**src/rtl/pipe_ctrl_pkg.sv**
```systemverilog
// Shared constants for the pipeline sequencing controller: FSM encoding,
// forwarding-mux select codes and the default memory timeout.
package pipe_ctrl_pkg;

  localparam logic [1:0] ST_BOOT     = 2'd0;
  localparam logic [1:0] ST_RUN      = 2'd1;
  localparam logic [1:0] ST_MEM_WAIT = 2'd2;

  localparam logic [1:0] FWD_RF    = 2'b00;
  localparam logic [1:0] FWD_EXMEM = 2'b10;
  localparam logic [1:0] FWD_MEMWB = 2'b01;

  localparam int MEM_TIMEOUT_DEF = 16;

endpackage

```
**src/rtl/pipe_hazard_ctrl_fwd_sel.sv**
```systemverilog
// EX operand forwarding select for one source register; the younger EX/MEM
// result wins over MEM/WB, and register 0 is never forwarded.
module fwd_sel
  import pipe_ctrl_pkg::*;
#(
  parameter int AW = 5
) (
  input  logic [AW-1:0] src,
  input  logic [AW-1:0] mem_rd,
  input  logic          mem_regw,
  input  logic [AW-1:0] wb_rd,
  input  logic          wb_regw,
  output logic [1:0]    sel
);

  always_comb begin
    sel = FWD_RF;
    if (mem_regw && (mem_rd != '0) && (mem_rd == src)) begin
      sel = FWD_EXMEM;
    end else if (wb_regw && (wb_rd != '0) && (wb_rd == src)) begin
      sel = FWD_MEMWB;
    end
  end

endmodule

```
**src/rtl/pipe_hazard_ctrl.sv**
```systemverilog
// Five-stage MIPS sequencing controller: BOOT/RUN/MEM_WAIT FSM, freeze on data
// memory wait, branch/load-use/jump handling, forwarding. Optional perf
// counters are built only when PIPE_PERF_CNT_EN is defined.
module pipe_hazard_ctrl
  import pipe_ctrl_pkg::*;
#(
  parameter int AW          = 5,
  parameter int MEM_TIMEOUT = MEM_TIMEOUT_DEF
) (
  input  logic          clk,
  input  logic          rst_n,
  input  logic [AW-1:0] id_rs,
  input  logic [AW-1:0] id_rt,
  input  logic          id_use_rs,
  input  logic          id_use_rt,
  input  logic          id_jump,
  input  logic [AW-1:0] ex_rs,
  input  logic [AW-1:0] ex_rt,
  input  logic [AW-1:0] ex_rd,
  input  logic          ex_regw,
  input  logic          ex_memtoreg,
  input  logic          ex_br_taken,
  input  logic [AW-1:0] mem_rd,
  input  logic          mem_regw,
  input  logic          mem_req,
  input  logic          mem_ready,
  input  logic [AW-1:0] wb_rd,
  input  logic          wb_regw,
  output logic          pc_en,
  output logic          ifid_en,
  output logic          idex_en,
  output logic          exmem_en,
  output logic          ifid_flush,
  output logic          idex_flush,
  output logic          memwb_bubble,
  output logic [1:0]    fwd_a,
  output logic [1:0]    fwd_b,
  output logic          mem_err,
  output logic [31:0]   stall_cnt,
  output logic [31:0]   flush_cnt
);

  localparam logic [7:0] WAIT_LAST = 8'(MEM_TIMEOUT - 1);

  logic [1:0] state_q, state_d;
  logic [7:0] wait_cnt_q, wait_cnt_d;
  logic       mem_err_q, mem_err_d;
  logic       active, freeze, load_use;
  logic [1:0] fwd_a_sel, fwd_b_sel;

  fwd_sel #(.AW(AW)) u_fwd_a (
    .src(ex_rs), .mem_rd(mem_rd), .mem_regw(mem_regw),
    .wb_rd(wb_rd), .wb_regw(wb_regw), .sel(fwd_a_sel)
  );

  fwd_sel #(.AW(AW)) u_fwd_b (
    .src(ex_rt), .mem_rd(mem_rd), .mem_regw(mem_regw),
    .wb_rd(wb_rd), .wb_regw(wb_regw), .sel(fwd_b_sel)
  );

  assign load_use = ex_memtoreg && ex_regw && (ex_rd != '0) &&
                    ((id_use_rs && (ex_rd == id_rs)) ||
                     (id_use_rt && (ex_rd == id_rt)));

  // The cycle that sees mem_ready or the timeout already runs unfrozen.
  always_comb begin
    state_d    = state_q;
    wait_cnt_d = wait_cnt_q;
    mem_err_d  = mem_err_q;
    active     = 1'b0;
    freeze     = 1'b0;
    case (state_q)
      ST_BOOT: state_d = ST_RUN;
      ST_RUN: begin
        active = 1'b1;
        if (mem_req && !mem_ready) begin
          freeze     = 1'b1;
          wait_cnt_d = '0;
          state_d    = ST_MEM_WAIT;
        end
      end
      ST_MEM_WAIT: begin
        active = 1'b1;
        if (mem_ready) begin
          wait_cnt_d = '0;
          state_d    = ST_RUN;
        end else if (wait_cnt_q == WAIT_LAST) begin
          mem_err_d  = 1'b1;
          wait_cnt_d = '0;
          state_d    = ST_RUN;
        end else begin
          freeze     = 1'b1;
          wait_cnt_d = wait_cnt_q + 8'd1;
        end
      end
      default: state_d = ST_BOOT;
    endcase
  end

  always_comb begin
    pc_en        = 1'b0;
    ifid_en      = 1'b0;
    idex_en      = 1'b0;
    exmem_en     = 1'b0;
    ifid_flush   = 1'b0;
    idex_flush   = 1'b0;
    memwb_bubble = 1'b0;
    if (!active) begin
      ifid_flush   = 1'b1;
      idex_flush   = 1'b1;
      memwb_bubble = 1'b1;
    end else if (freeze) begin
      memwb_bubble = 1'b1;
    end else begin
      pc_en    = 1'b1;
      ifid_en  = 1'b1;
      idex_en  = 1'b1;
      exmem_en = 1'b1;
      if (ex_br_taken) begin
        ifid_flush = 1'b1;
        idex_flush = 1'b1;
      end else if (load_use) begin
        pc_en      = 1'b0;
        ifid_en    = 1'b0;
        idex_flush = 1'b1;
      end else if (id_jump) begin
        ifid_flush = 1'b1;
      end
    end
  end

  assign fwd_a   = active ? fwd_a_sel : FWD_RF;
  assign fwd_b   = active ? fwd_b_sel : FWD_RF;
  assign mem_err = mem_err_q;

  always_ff @(posedge clk or negedge rst_n) begin
    if (!rst_n) begin
      state_q    <= ST_BOOT;
      wait_cnt_q <= '0;
      mem_err_q  <= 1'b0;
    end else begin
      state_q    <= state_d;
      wait_cnt_q <= wait_cnt_d;
      mem_err_q  <= mem_err_d;
    end
  end

`ifdef PIPE_PERF_CNT_EN
  logic [31:0] stall_cnt_q, stall_cnt_d;
  logic [31:0] flush_cnt_q, flush_cnt_d;

  always_comb begin
    stall_cnt_d = stall_cnt_q;
    flush_cnt_d = flush_cnt_q;
    if (active && !pc_en) stall_cnt_d = stall_cnt_q + 32'd1;
    if ((state_q == ST_RUN) && ifid_flush) flush_cnt_d = flush_cnt_q + 32'd1;
  end

  always_ff @(posedge clk or negedge rst_n) begin
    if (!rst_n) begin
      stall_cnt_q <= '0;
      flush_cnt_q <= '0;
    end else begin
      stall_cnt_q <= stall_cnt_d;
      flush_cnt_q <= flush_cnt_d;
    end
  end

  assign stall_cnt = stall_cnt_q;
  assign flush_cnt = flush_cnt_q;
`else
  assign stall_cnt = '0;
  assign flush_cnt = '0;
`endif

endmodule

```
**config.mk**
```make
export PLATFORM = sky130hd
export DESIGN_NAME = pipe_hazard_ctrl
export DESIGN_NICKNAME = d
export VERILOG_FILES = /design/src/rtl/pipe_ctrl_pkg.sv /design/src/rtl/pipe_hazard_ctrl_fwd_sel.sv /design/src/rtl/pipe_hazard_ctrl.sv
export SDC_FILE = /design/constraint.sdc
export NUM_CORES = 1
export LEC_CHECK = 0
export ABC_AREA = 1
export CORE_AREA = 2 2 116 62
export DETAILED_ROUTE_END_ITERATION = 12
export DIE_AREA = 0 0 118 64
export GPL_TIMING_DRIVEN = 0
export MAX_ROUTING_LAYER = met4
export PLACE_DENSITY = 0.7
export REMOVE_ABC_BUFFERS = 1
export SLEW_MARGIN = 20
export SYNTH_ARGS = -nofsm -noshare
export SYNTH_HDL_FRONTEND = slang
export SYNTH_HIERARCHICAL = 1
export SYNTH_SLANG_ARGS = --single-unit
```
**constraint.sdc**
```tcl
create_clock -name clk -period 1.75 [get_ports clk]
set_input_delay 0.35 -clock clk [delete_from_list [all_inputs] [get_ports clk]]
set_output_delay 0.35 -clock clk [all_outputs]
set_load 0.005 [all_outputs]
```
* After elaboration in Yosys (flattened, before gate mapping)
Index checks and enable logic that the tools add are counted.
** Cells by class
- Add/subtract/negate cells :: 1
- Eq/ne operators :: 11
- Multiplexer cells :: 36
- Bitwise gates (word level) :: 1
- Reductions and logical operators :: 23
** Operator list (number)
- $eq A5 B5 Y1 :: 6
- $mux W8 :: 3
- $mux W1 :: 23
- $pmux W8 S2 :: 1
- $reduce_bool A5 Y1 :: 3
- $mux W2 :: 7
- $logic_and A1 B1 Y1 :: 12
- $add A8 B1 Y8 const B :: 1
- $eq A8 B4 Y1 const B :: 1
- $pmux W2 S3 :: 1
- $reduce_and A2 Y1 :: 2
- $ne A3 B3 Y1 const B :: 1
- $reduce_and A3 Y1 :: 1
- $eq A2 B1 Y1 const B :: 1
- $eq A2 B2 Y1 const B :: 1
- $logic_not A2 Y1 :: 1
- $ne A2 B2 Y1 const B :: 1
- $pmux W1 S2 :: 1
- $reduce_bool A2 Y1 :: 1
- $reduce_or A2 Y1 :: 1
- $logic_not A1 Y1 :: 1
- $logic_or A1 B1 Y1 :: 1
- $not A1 Y1 :: 1
** Word-level totals
- Bits in registers :: 11
- Output and inout port bits :: 76
- Word-level logic and storage cells :: 75

* Logic depth before layout (Yosys ltp)
Gate-level depths: netlist (run 1).
- Depth after elaboration :: 8
- Depth in mapped cells :: 10
- Mapped depth without buffers :: 9

* Hierarchy
Netlist (run 1), hierarchy kept.
** By module, submodules not included
- pipe_hazard_ctrl :: times used 1, cells each 228, area an instance 1486.4 um^2, sequential area each 275.3 um^2
- fwd_sel :: times used 2, cells each 50, area an instance 214.0 um^2, sequential area each 0.0 um^2

* Least setup slack after synthesis (run 1)
Ideal clock, no wire load.
- Path kind :: flip-flop to output port
- Start :: register state_q[0]
- End :: output port pc_en
- Data arrival time :: 1.357 ns
- Required time :: 1.400 ns
- Slack :: 0.043 ns
- Stages on the path, launching flop included :: 11
- Path buffers :: 1
- Cells stage by stage :: dfrtp_1 inv_1 ha_1 inv_2 nor2_2 nand2_2 nand2_2 nor2_4 nand2_1 inv_1 buf_4
** Between the ends
- Cells in the longest elaborated chain, start to end :: 4
- Elaborated cells between the ends (all ways) :: 7
- Classes of those cells :: 2 x eq/ne; 4 x mux; 1 x reduce/logical
** RTL lines
- from (decl) :: line pipe_hazard_ctrl.sv:45 : logic [1:0] state_q, state_d;
- from (signal assigned) :: line pipe_hazard_ctrl.sv:142 : state_q <= state_d;
- $eq A2 B2 Y1 / $eq A2 B1 Y1 (equally long branches) :: line pipe_hazard_ctrl.sv:72 : case (state_q)
- $pmux W1 S2 / $reduce_or A2 Y1 (equally long branches)
- $mux W1, on equally long branches
- $mux W1 (*)
- to (decl) :: line pipe_hazard_ctrl.sv:29 : output logic pc_en,
Mark *: on every way between the ends. The rest lies on a longest branch, timed or not.

* Final worst setup path (run 1)
- Start :: register wait_cnt_q[0]
- End :: output port idex_flush
** Between the ends
- Cells in the longest elaborated chain, start to end :: 6
** RTL lines
- from (decl) :: line pipe_hazard_ctrl.sv:46 : logic [7:0] wait_cnt_q, wait_cnt_d;
- from (signal assigned) :: line pipe_hazard_ctrl.sv:143 : wait_cnt_q <= wait_cnt_d;
- $eq A8 B4 Y1 :: line pipe_hazard_ctrl.sv:87 : end else if (wait_cnt_q == WAIT_LAST) begin
- $mux W1 :: line pipe_hazard_ctrl.sv:87
- $mux W1 :: line pipe_hazard_ctrl.sv:84 : if (mem_ready) begin
- $pmux W1 S2 :: line pipe_hazard_ctrl.sv:72
- $mux W1 :: line pipe_hazard_ctrl.sv:112 : end else if (freeze) begin
- $mux W1 :: line pipe_hazard_ctrl.sv:108 : if (!active) begin
- to (decl) :: line pipe_hazard_ctrl.sv:34 : output logic idex_flush,
No other way between the ends.

==> key figures, run 1 <==
Route
  • Top layer in use: met4
  • Routed wl met2: 2480 um
  • DRT Wirelength: 5240 um
  • Met3 wire length: 300 um
  • DR iter-0 viols: slightly above 90
  • DR WL/cell: between 10 and 15 um
  • Detailed-route via count: 1996
  • Via/cell ratio: approximately 4.0
  • Met1 wire length: between 2000 and 2500 um
  • Post-route DRC: 0
  • Antenna Nets Post-Route: 0
  • Pre-antenna DRT Iters: 4

Layout
  • Area grow syn2layout: 36.9%
  • Net count, final: 462
  • Non-Filler Instances: 501
  • Number of diodes: 0
  • Filler cell count: 694
  • Share of layout cells above drive strength 1: 0.257

STA
  • Fin crit share: 1.09
  • Max-Slew Margin vs Limit: 0.650
  • Final hold violations: 0
  • Fin worst setup slack: -157 ps
  • Post-layout minimum cycle time: 1910 ps
  • RSZ-0062 raised after global routing: yes
  • Clk_skew: 4.94 ps
  • Final setup violation count: 11
  • Worst hold margin: 455 ps
  • Worst Tran Pin Value: 523 ps
  • Fmax: 0.524 GHz
  • Setup_tns: -1090 ps
  • Slew Limit Fails: 0

Global route
  • Initial antenna violation count: 0
  • Vias in the first global route: roughly 1.8k
  • Largest net degree at the start of global routing: 12
  • GRT Total Usage: 0.138
  • Remaining Overflow, GRT: 0
  • First-pass GRT wire length: ~8300 um

Placed design
  • Dpl hpwl: 4010 um
  • # port buffers: 58
  • DP Cell Count: ~480
  • Setup WS pre-CTS: -786 ps
  • GPL Wtd Cong: 0.957

Critical path
  • CP Data Required Time: 1400 ps
  • Type of the worst setup path: reg2out
  • Worst Setup End Kind: primary output
  • Startpoint types: flop
  • CP arrival: 1560 ps
  • Crit Path Max Fanout: 2
  • R2R setup slack: 130 ps

Synth
  • Avg Inst Size Synth: 5.84 um^2
  • Top cells by count, synth: nand2_1 (94), buf_4 (66), inv_1 (50)
  • Post-synth ARST share: 1.00
  • Main synth FF type: dfrtp_1
  • Synth warn: 6
  • Mapped Cells: 328
  • Yosys top cell area share: 0.259
  • Post-synthesis cell type count: 23
  • Mapped Area: 1910 um^2
  • EDFF count, synth: 0
  • Sequential area share after synthesis: 0.144
  • Most instantiated library cell after synthesis: nand2_1
  • Synthesis-stage register bit count: 11
  • Synth area leaders: buf_4 (26%), nand2_1 (18%), dfrtp_1 (14%), inv_1 (9.8%), nor2_1 (6.5%)
  • Yosys top cell by area: buf_4

Pwr
  • Leakage: 1.57 nW
  • P_sw: roughly 0.00085 W
  • PwrDens: 801 nW/um^2
  • Reg power frac: 0.158
  • Clk pwr share: 0.203
  • Total Power: around 0.0021 W
  • P_int: around 0.0012 W
  • Peak supply drop: about 300 uV
  • Comb power frac: 0.639
  • Net Sw Frac: 0.407

CTS
  • Clk_lat worst skew: 240 ps
  • Clk root buf: clkbuf_16
  • Htree depth: 1
  • CTS clk-pin slew, worst paths: 40 ps
  • CTS tree: yes
  • CTS Sinks: 11
  • CTS Buffer Depth: 2
  • CTS buffer count: 3

Floorplanning
  • Die width: between 100 and 150 um
  • # rows: 21
  • Die height: about 64 um
  • Ports: roughly 120
  • Initial core utilization: 0.295
  • Core Region: 6490 um^2
  • Die area: 7550 um^2

Run status
  • Failing checks: setup timing
  • Run status: finished, violations left

Job
  • Maxcap violations: 0

Worst hold path
  • Hold WC Path Type: in2async
-- logic make-up after synthesis --
logic type | after synthesis | share of synthesized area
fa+ha+maj | 5 | 0.0327
xor+xnor | 2 | 0.00915
simple gates | 163 | 0.365
flops | 11 | 0.144
buf+inv | 122 | 0.369
compound gates | 24 | 0.0784
other cells | 1 | 0.00196
-- cell usage in the layout (no fill, tap or decap), drive strengths merged, types with 2 or more instances in the layout --
master / n
clkdlybuf4s15: 3
a21boi: 2
o21ai: 10
buf: 43
dfrtp: 11
inv: 56
nand4: 4
nor2: 40
clkbuf: 7
dlygate4sd2: 20
ha: 5
a21oi: 9
conb: 64
clkdlybuf4s50: 10
xor2: 2
nand2: 99
nand3: 19
-- registers in the layout, indices dropped and copies added (netlist names) --
name        flops
wait_cnt_q      8
state_q         2
mem_err         1
-- path summary, 6_finish.rpt --
path	start	to	depth (start not counted)
min	rst_n	wait_cnt_q[6]$_DFFE_PN0P_	1
min in group clk	mem_err$_DFFE_PN0P_	mem_err$_DFFE_PN0P_	1
max	wait_cnt_q[0]$_DFFE_PN0P_	idex_flush	9
max in group asynchronous	rst_n	wait_cnt_q[3]$_DFFE_PN0P_	1
max reg2reg	state_q[0]$_DFFE_PN0P_	wait_cnt_q[4]$_DFFE_PN0P_	10
min reg2reg	mem_err$_DFFE_PN0P_	mem_err$_DFFE_PN0P_	1
-- critical path, cell delays in order (launching register included) --
cell,delay (ps)
dfrtp_1,390
ha_4,160
nand2_4,60
nor2_4,110
nand2_2,90
nand2_4,100
buf_6,110
a21oi_2,40
a21oi_1,120
buf_2,140
-- through the flow --
step / util / area, um^2
2_1_floorplan: - / 1660
3_3_place_gp: 0.362 / 2350
3_5_place_dp: 0.362 / 2350
4_1_cts: 0.390 / 2530
5_1_grt: 0.404 / 2620
6_report: 0.404 / 2620
-- power by group through the flow --
stage	clock (W)	sequential [W]	combinational [W]
2_1_floorplan	0	0.000320	0.000565
3_3_place_gp	0	0.000325	0.00104
6_report	0.000427	0.000332	0.00134
4_1_cts	0.000428	0.000325	0.00123
5_1_grt	0.000444	0.000335	0.00148
3_5_place_dp	0	0.000330	0.00107
-- final cells by class --
type	instances	area (um^2)	area share
Timing Repair Buffer	80	647	0.247
Multi-Input combinational cell	258	1290	0.494
Sequential cell	11	277	0.105
Tap cell	92	115	0.0439
Inverter	56	210	0.0802
Clock buffer	4	78.8	0.0301
-- routing by layer --
metal / global-route usage / up-vias
li1: - / 1019
met1: 0.184 / 908
met2: 0.223 / 65
met3: 0.0179 / 4
met4: 0.0346 / 0
met5: - / -
-- timing repair --
| action | CTS | global route |
|---|---|---|
| pin swaps | 26 | 15 |
| endpoints found under the setup margin | 11 | 12 |
| setup buffers | 17 | 5 |
| hold buffers | 0 | 0 |
| resized for setup | 147 | 25 |
(Power assumes the default switching activity.)
==> run 2: changes to the inputs <==
- CORE_AREA: 2 2 116 62 -> 2 2 115 61
- DIE_AREA: 0 0 118 64 -> 0 0 117 63
- PLACE_DENSITY: 0.7 -> 0.72
- SLEW_MARGIN: 20 -> unset
==> key figures, run 2 (synthesis gave the netlist of run 1 again) <==
Layout
  • Footprint of the multi-input gates: 1300 um^2
  • Leading cell types in the layout, fill and taps excluded: nand2_1 (90), conb_1 (64), inv_1 (37), nor2_1 (30), buf_4 (25)
  • Commonest non-fill, non-tap cell in the layout: nand2_1
  • Largest register by flop count: wait_cnt_q
  • Share of layout cells above drive strength 1: 0.269
  • Net count, final: 466
  • Fin util: 0.418
  • FF+latch area: 277 um^2
  • Area grow syn2layout: 40.5%
  • Number of diodes: 0
  • Design area: ~2700 um^2
  • Filler cell count: approximately 670
  • Max reg flops: 8

Critical path
  • CP max stage delay: 340 ps
  • Cell Chain, Critical Path: ha_2, nand2_2, nor2_4, nand2_2, nand2_4, nand2_4, buf_6, nor2_2, nand2_1, nand2_1, buf_2
  • Slowest CP cell: dfrtp_1
  • Crit Path Max Fanout: 2
  • CP Data Required Time: between 1000 and 1500 ps
  • WP buf/inv: 2
  • Cell family with most CP delay: simple AND/OR/NAND/NOR gates
  • Worst Setup End Kind: primary output
  • CP arrival: 1580 ps
  • Startpoint types: flop
  • Type of the worst setup path: reg2out

STA
  • Post-layout minimum cycle time: 1930 ps
  • Fin worst setup slack: -185 ps
  • Final setup violation count: 7
  • Fmax: approximately 0.52 GHz
  • Worst Tran Pin Value: 519 ps
  • Slew Limit Fails: 0
  • Setup_tns: -919 ps
  • Clk_skew: 0.623 ps
  • Final hold violations: 0
  • Fin crit share: 1.11
  • RSZ-0062 raised after global routing: yes
  • Max-Slew Margin vs Limit: 0.653
  • Worst hold margin: 460 ps

CTS
  • Htree depth: 1
  • Hold-fix buffers, CTS: 0
  • CTS Sinks: 11
  • CTS buffer count: 3
  • CTS Buffer Depth: 2
  • Clk root buf: clkbuf_16
  • CTS clk-pin slew, worst paths: 40 ps
  • Clk_lat worst skew: 240 ps
  • CTS tree: yes

Pwr
  • Peak supply drop: 421 uV
  • Leakage: ~1.6 nW
  • PwrDens: 838 nW/um^2
  • Total Power: 0.00225 W

Route
  • Met1 wire length: approximately 2300 um
  • Pre-antenna DRT Iters: 4
  • DRT Wirelength: 4980 um
  • Top layer in use: met4
  • Antenna Nets Post-Route: 0
  • Met3 wire length: approximately 340 um
  • Post-route DRC: 0
  • Detailed-route via count: 1977
  • DR WL/cell: roughly 9.9 um
  • Via/cell ratio: 3.91
  • DR iter-0 viols: 117
  • Routed wl met2: 2280 um

Global route
  • Initial antenna violation count: 0
  • Largest net degree at the start of global routing: 12
  • First-pass GRT wire length: approximately 7800 um
  • Vias in the first global route: ~1.7k
  • Remaining Overflow, GRT: 0
  • GRT Total Usage: 0.135

Run status
  • Run status: finished, violations left
  • Failing checks: setup timing

Floorplanning
  • Core Region: 6440 um^2
  • Die width: 117 um
  • Initial core utilization: 0.297
  • Die height: 63 um
  • # rows: 21
  • Ports: 123
  • Die area: 7370 um^2

Job
  • Maxcap violations: 0

Placed design
  • # port buffers: 58
  • Dpl hpwl: 3790 um
  • GPL Wtd Cong: 0.864
  • Placed Area: 2350 um^2

Worst hold path
  • Hold WC Path Type: in2async
run 2: changes by cell type in the layout (fill, tap and decap cells not counted), sizes merged:
cell	change
dlygate4sd2	-1
clkbuf	-1
clkdlybuf4s50	+1
buf	+5
run 2: power breakdown:
part | switching, W | internal (W) | leakage, nW | total [W]
clock network | 0.000113 | 0.000306 | 0.0382 | 0.000419
registers | 0.0000321 | 0.000292 | 0.149 | 0.000324
logic | 0.000731 | 0.000780 | 1.40 | 0.00151
run 2: per-layer routing:
| metal | global-route usage | vias up |
|---|---|---|
| li1 | - | 1032 |
| met1 | 0.187 | 866 |
| met2 | 0.208 | 74 |
| met3 | 0.0184 | 5 |
| met4 | 0.0324 | 0 |
| met5 | - | - |
run 2: worst paths after layout:
path	to	cells after the start	slack, ps	from
min in group clk	mem_err$_DFFE_PN0P_	1	470	mem_err$_DFFE_PN0P_
setup / recovery	ifid_flush	11	-180	wait_cnt_q[1]$_DFFE_PN0P_
max in group asynchronous	wait_cnt_q[3]$_DFFE_PN0P_	1	920	rst_n
hold / removal	wait_cnt_q[6]$_DFFE_PN0P_	1	460	rst_n
hold reg to reg	mem_err$_DFFE_PN0P_	1	470	mem_err$_DFFE_PN0P_
setup reg to reg	wait_cnt_q[6]$_DFFE_PN0P_	10	90	state_q[0]$_DFFE_PN0P_
run 2: layout make-up:
cell class                 count  area share
clock buffer                   4      0.0293
inverter                      56      0.0781
multi-input combinational    258       0.483
sequential                    11       0.103
timing repair buffer          84       0.264
tap                           92      0.0428
run 2: through the flow:
step / std cells / setup slack [ps]
floorplan: 325 / 156
global placement: 475 / -634
detailed placement: 475 / -669
CTS: 503 / -222
global route: 505 / -268
finish: 505 / -185
run 2: timing repair:
action	CTS	global route
endpoints found under the hold margin	0	0
resized for setup	154	31
endpoints found under the setup margin	11	11
cloned	0	0
pin swaps	28	22
setup buffers	24	2
==> run 3: changes to the inputs <==
- CORE_AREA: 2 2 115 61 -> 8 8 121 67
- CTS_BUF_LIST: unset -> sky130_fd_sc_hd__clkbuf_16
- DIE_AREA: 0 0 117 63 -> 0 0 129 75
==> key figures, run 3 (synthesis gave the netlist of run 1 again) <==
Route
  • Detailed-route via count: 2004
  • Antenna Nets Post-Route: 0
  • DR WL/cell: 11.5 um
  • DRT Wirelength: 5770 um
  • DR iter-0 viols: 79
  • Post-route DRC: 0
  • Via/cell ratio: a little under 4
  • Pre-antenna DRT Iters: 6

Critical path
  • CP arrival: 1540 ps
  • CP Data Required Time: 1400 ps
  • Reg2reg end: wait_cnt_q[6]$_DFFE_PN0P_
  • Reg-to-Reg Start: state_q[1]$_DFFE_PN0P_
  • Cells on worst reg2reg path: 10
  • Startpoint types: flop
  • Type of the worst setup path: reg2out
  • Worst Setup End Kind: primary output
  • R2R setup slack: 80 ps
  • Crit Path Max Fanout: 2

Layout
  • Area grow syn2layout: 37.6%
  • Leading cell types in the layout, fill and taps excluded: nand2_1 (89), conb_1 (64), inv_1 (39), nor2_1 (31), buf_4 (21)
  • Share of layout cells above drive strength 1: 0.260
  • Non-Filler Instances: between 500 and 600
  • Largest register by flop count: wait_cnt_q
  • Number of diodes: 0
  • Design area: 2640 um^2
  • Net count, final: 465
  • Max reg flops: 8
  • Commonest non-fill, non-tap cell in the layout: nand2_1
  • Fin util: 0.409
  • Filler cell count: 698

Placed design
  • Placed Area: 2350 um^2
  • # port buffers: 58
  • DP Cell Count: approximately 480
  • GPL Wtd Cong: 0.923
  • Dpl hpwl: 4520 um

Global route
  • First-pass GRT wire length: 8730 um
  • Remaining Overflow, GRT: 0
  • Initial antenna violation count: 0
  • Vias in the first global route: 1911
  • GRT Total Usage: 0.113
  • Largest net degree at the start of global routing: 12

STA
  • Worst Tran Pin Value: 517 ps
  • Clk_skew: 1.29 ps
  • Final setup violation count: 7
  • Setup_tns: -740 ps
  • Final hold violations: 0
  • Slew Limit Fails: 0
  • Fin crit share: 1.08
  • RSZ-0062 raised after global routing: yes
  • Post-layout minimum cycle time: 1890 ps
  • Fin worst setup slack: -139 ps
  • Max-Slew Margin vs Limit: 0.654
  • Fmax: 0.529 GHz

Floorplanning
  • Core Region: between 6000 and 7000 um^2
  • Die area: 9680 um^2
  • Die height: approximately 75 um
  • Ports: ~120
  • Initial core utilization: 0.297
  • # rows: 21
  • Die width: around 130 um

Pwr
  • Leakage: 1.58 nW
  • Peak supply drop: 309 uV
  • PwrDens: 779 nW/um^2

CTS
  • CTS buffer count: 3
  • CTS clk-pin slew, worst paths: 40 ps
  • Clk_lat worst skew: 240 ps
  • CTS tree: yes
  • Htree depth: 1
  • CTS Buffer Depth: 2
  • CTS Sinks: 11
  • Clk root buf: clkbuf_16

Worst hold path
  • Hold WC Path Type: in2async

Run status
  • Failing checks: setup timing
  • Run status: finished, violations left

Job
  • Maxcap violations: 0
-- run 3: cell count changes in the layout (fill, tap and decap cells not counted), sizes merged --
cell	before	now
buf	48	39
clkbuf	6	13
clkdlybuf4s15	3	5
dlygate4sd2	19	18
dlymetal6s2s	1	0
inv	56	57
-- run 3: worst max-delay path, cell delays in order (launching register included) --
cell and delay [ps]:
dfrtp_1 390, inv_2 110, ha_4 160, inv_2 50, nor2_4 110, nand2_4 80, buf_6 120, a21oi_4 110
a21oi_2 40, buf_2 130
-- run 3: repair_timing --
item,CTS,global route
pin swaps,27,24
hold buffers,0,0
gates resized for setup,115,53
buffers inserted,19,6
setup endpoints to repair,11,14
-- run 3: routing by layer --
layer  wire length, um  GRT usage
met4                34     0.0232
met2              3030      0.210
met5                 0          -
met1              2450      0.129
met3               261     0.0177
-- run 3: report_power, final --
group          internal [W]  switching, W  leakage (nW)
Clock              0.000300      0.000112        0.0423
Combinational      0.000616      0.000699          1.38
Sequential         0.000294     0.0000315         0.149
Total               0.00121      0.000842          1.58
-- run 3: stage by stage --
stage	setup slack, ps	power, W	hold slack [ps]
detailed placement	-689	0.00140	485
finish	-139	0.00205	456
floorplan	156	0.000885	54.4
CTS	-166	0.00194	471
global route	-222	0.00221	495
global placement	-677	0.00138	463
-- run 3: how the worst max path moves through the flow --
stage | startpoint | to | slack [ps]
5_1_grt | wait_cnt_q[1]$_DFFE_PN0P_ | ifid_en | -220
2_1_floorplan | state_q[0]$_DFFE_PN0P_ | ifid_en | 160
3_3_place_gp | wb_rd[0] | fwd_a[0] | -680
6_report | state_q[0]$_DFFE_PN0P_ | idex_flush | -140
4_1_cts | wait_cnt_q[1]$_DFFE_PN0P_ | pc_en | -170
3_5_place_dp | wb_rd[0] | fwd_a[0] | -690
-- run 3: cell type report --
| cell class | instances | area [um^2] | share of cell area |
|---|---|---|---|
| clock buffers | 3 | 75.1 | 0.0285 |
| clock inverters | 1 | 3.75 | 0.00142 |
| inverters | 56 | 210 | 0.0798 |
| multi-input cells | 258 | 1300 | 0.494 |
| flip-flops and latches | 11 | 277 | 0.105 |
| well taps | 92 | 115 | 0.0437 |
| repair buffers | 83 | 653 | 0.248 |
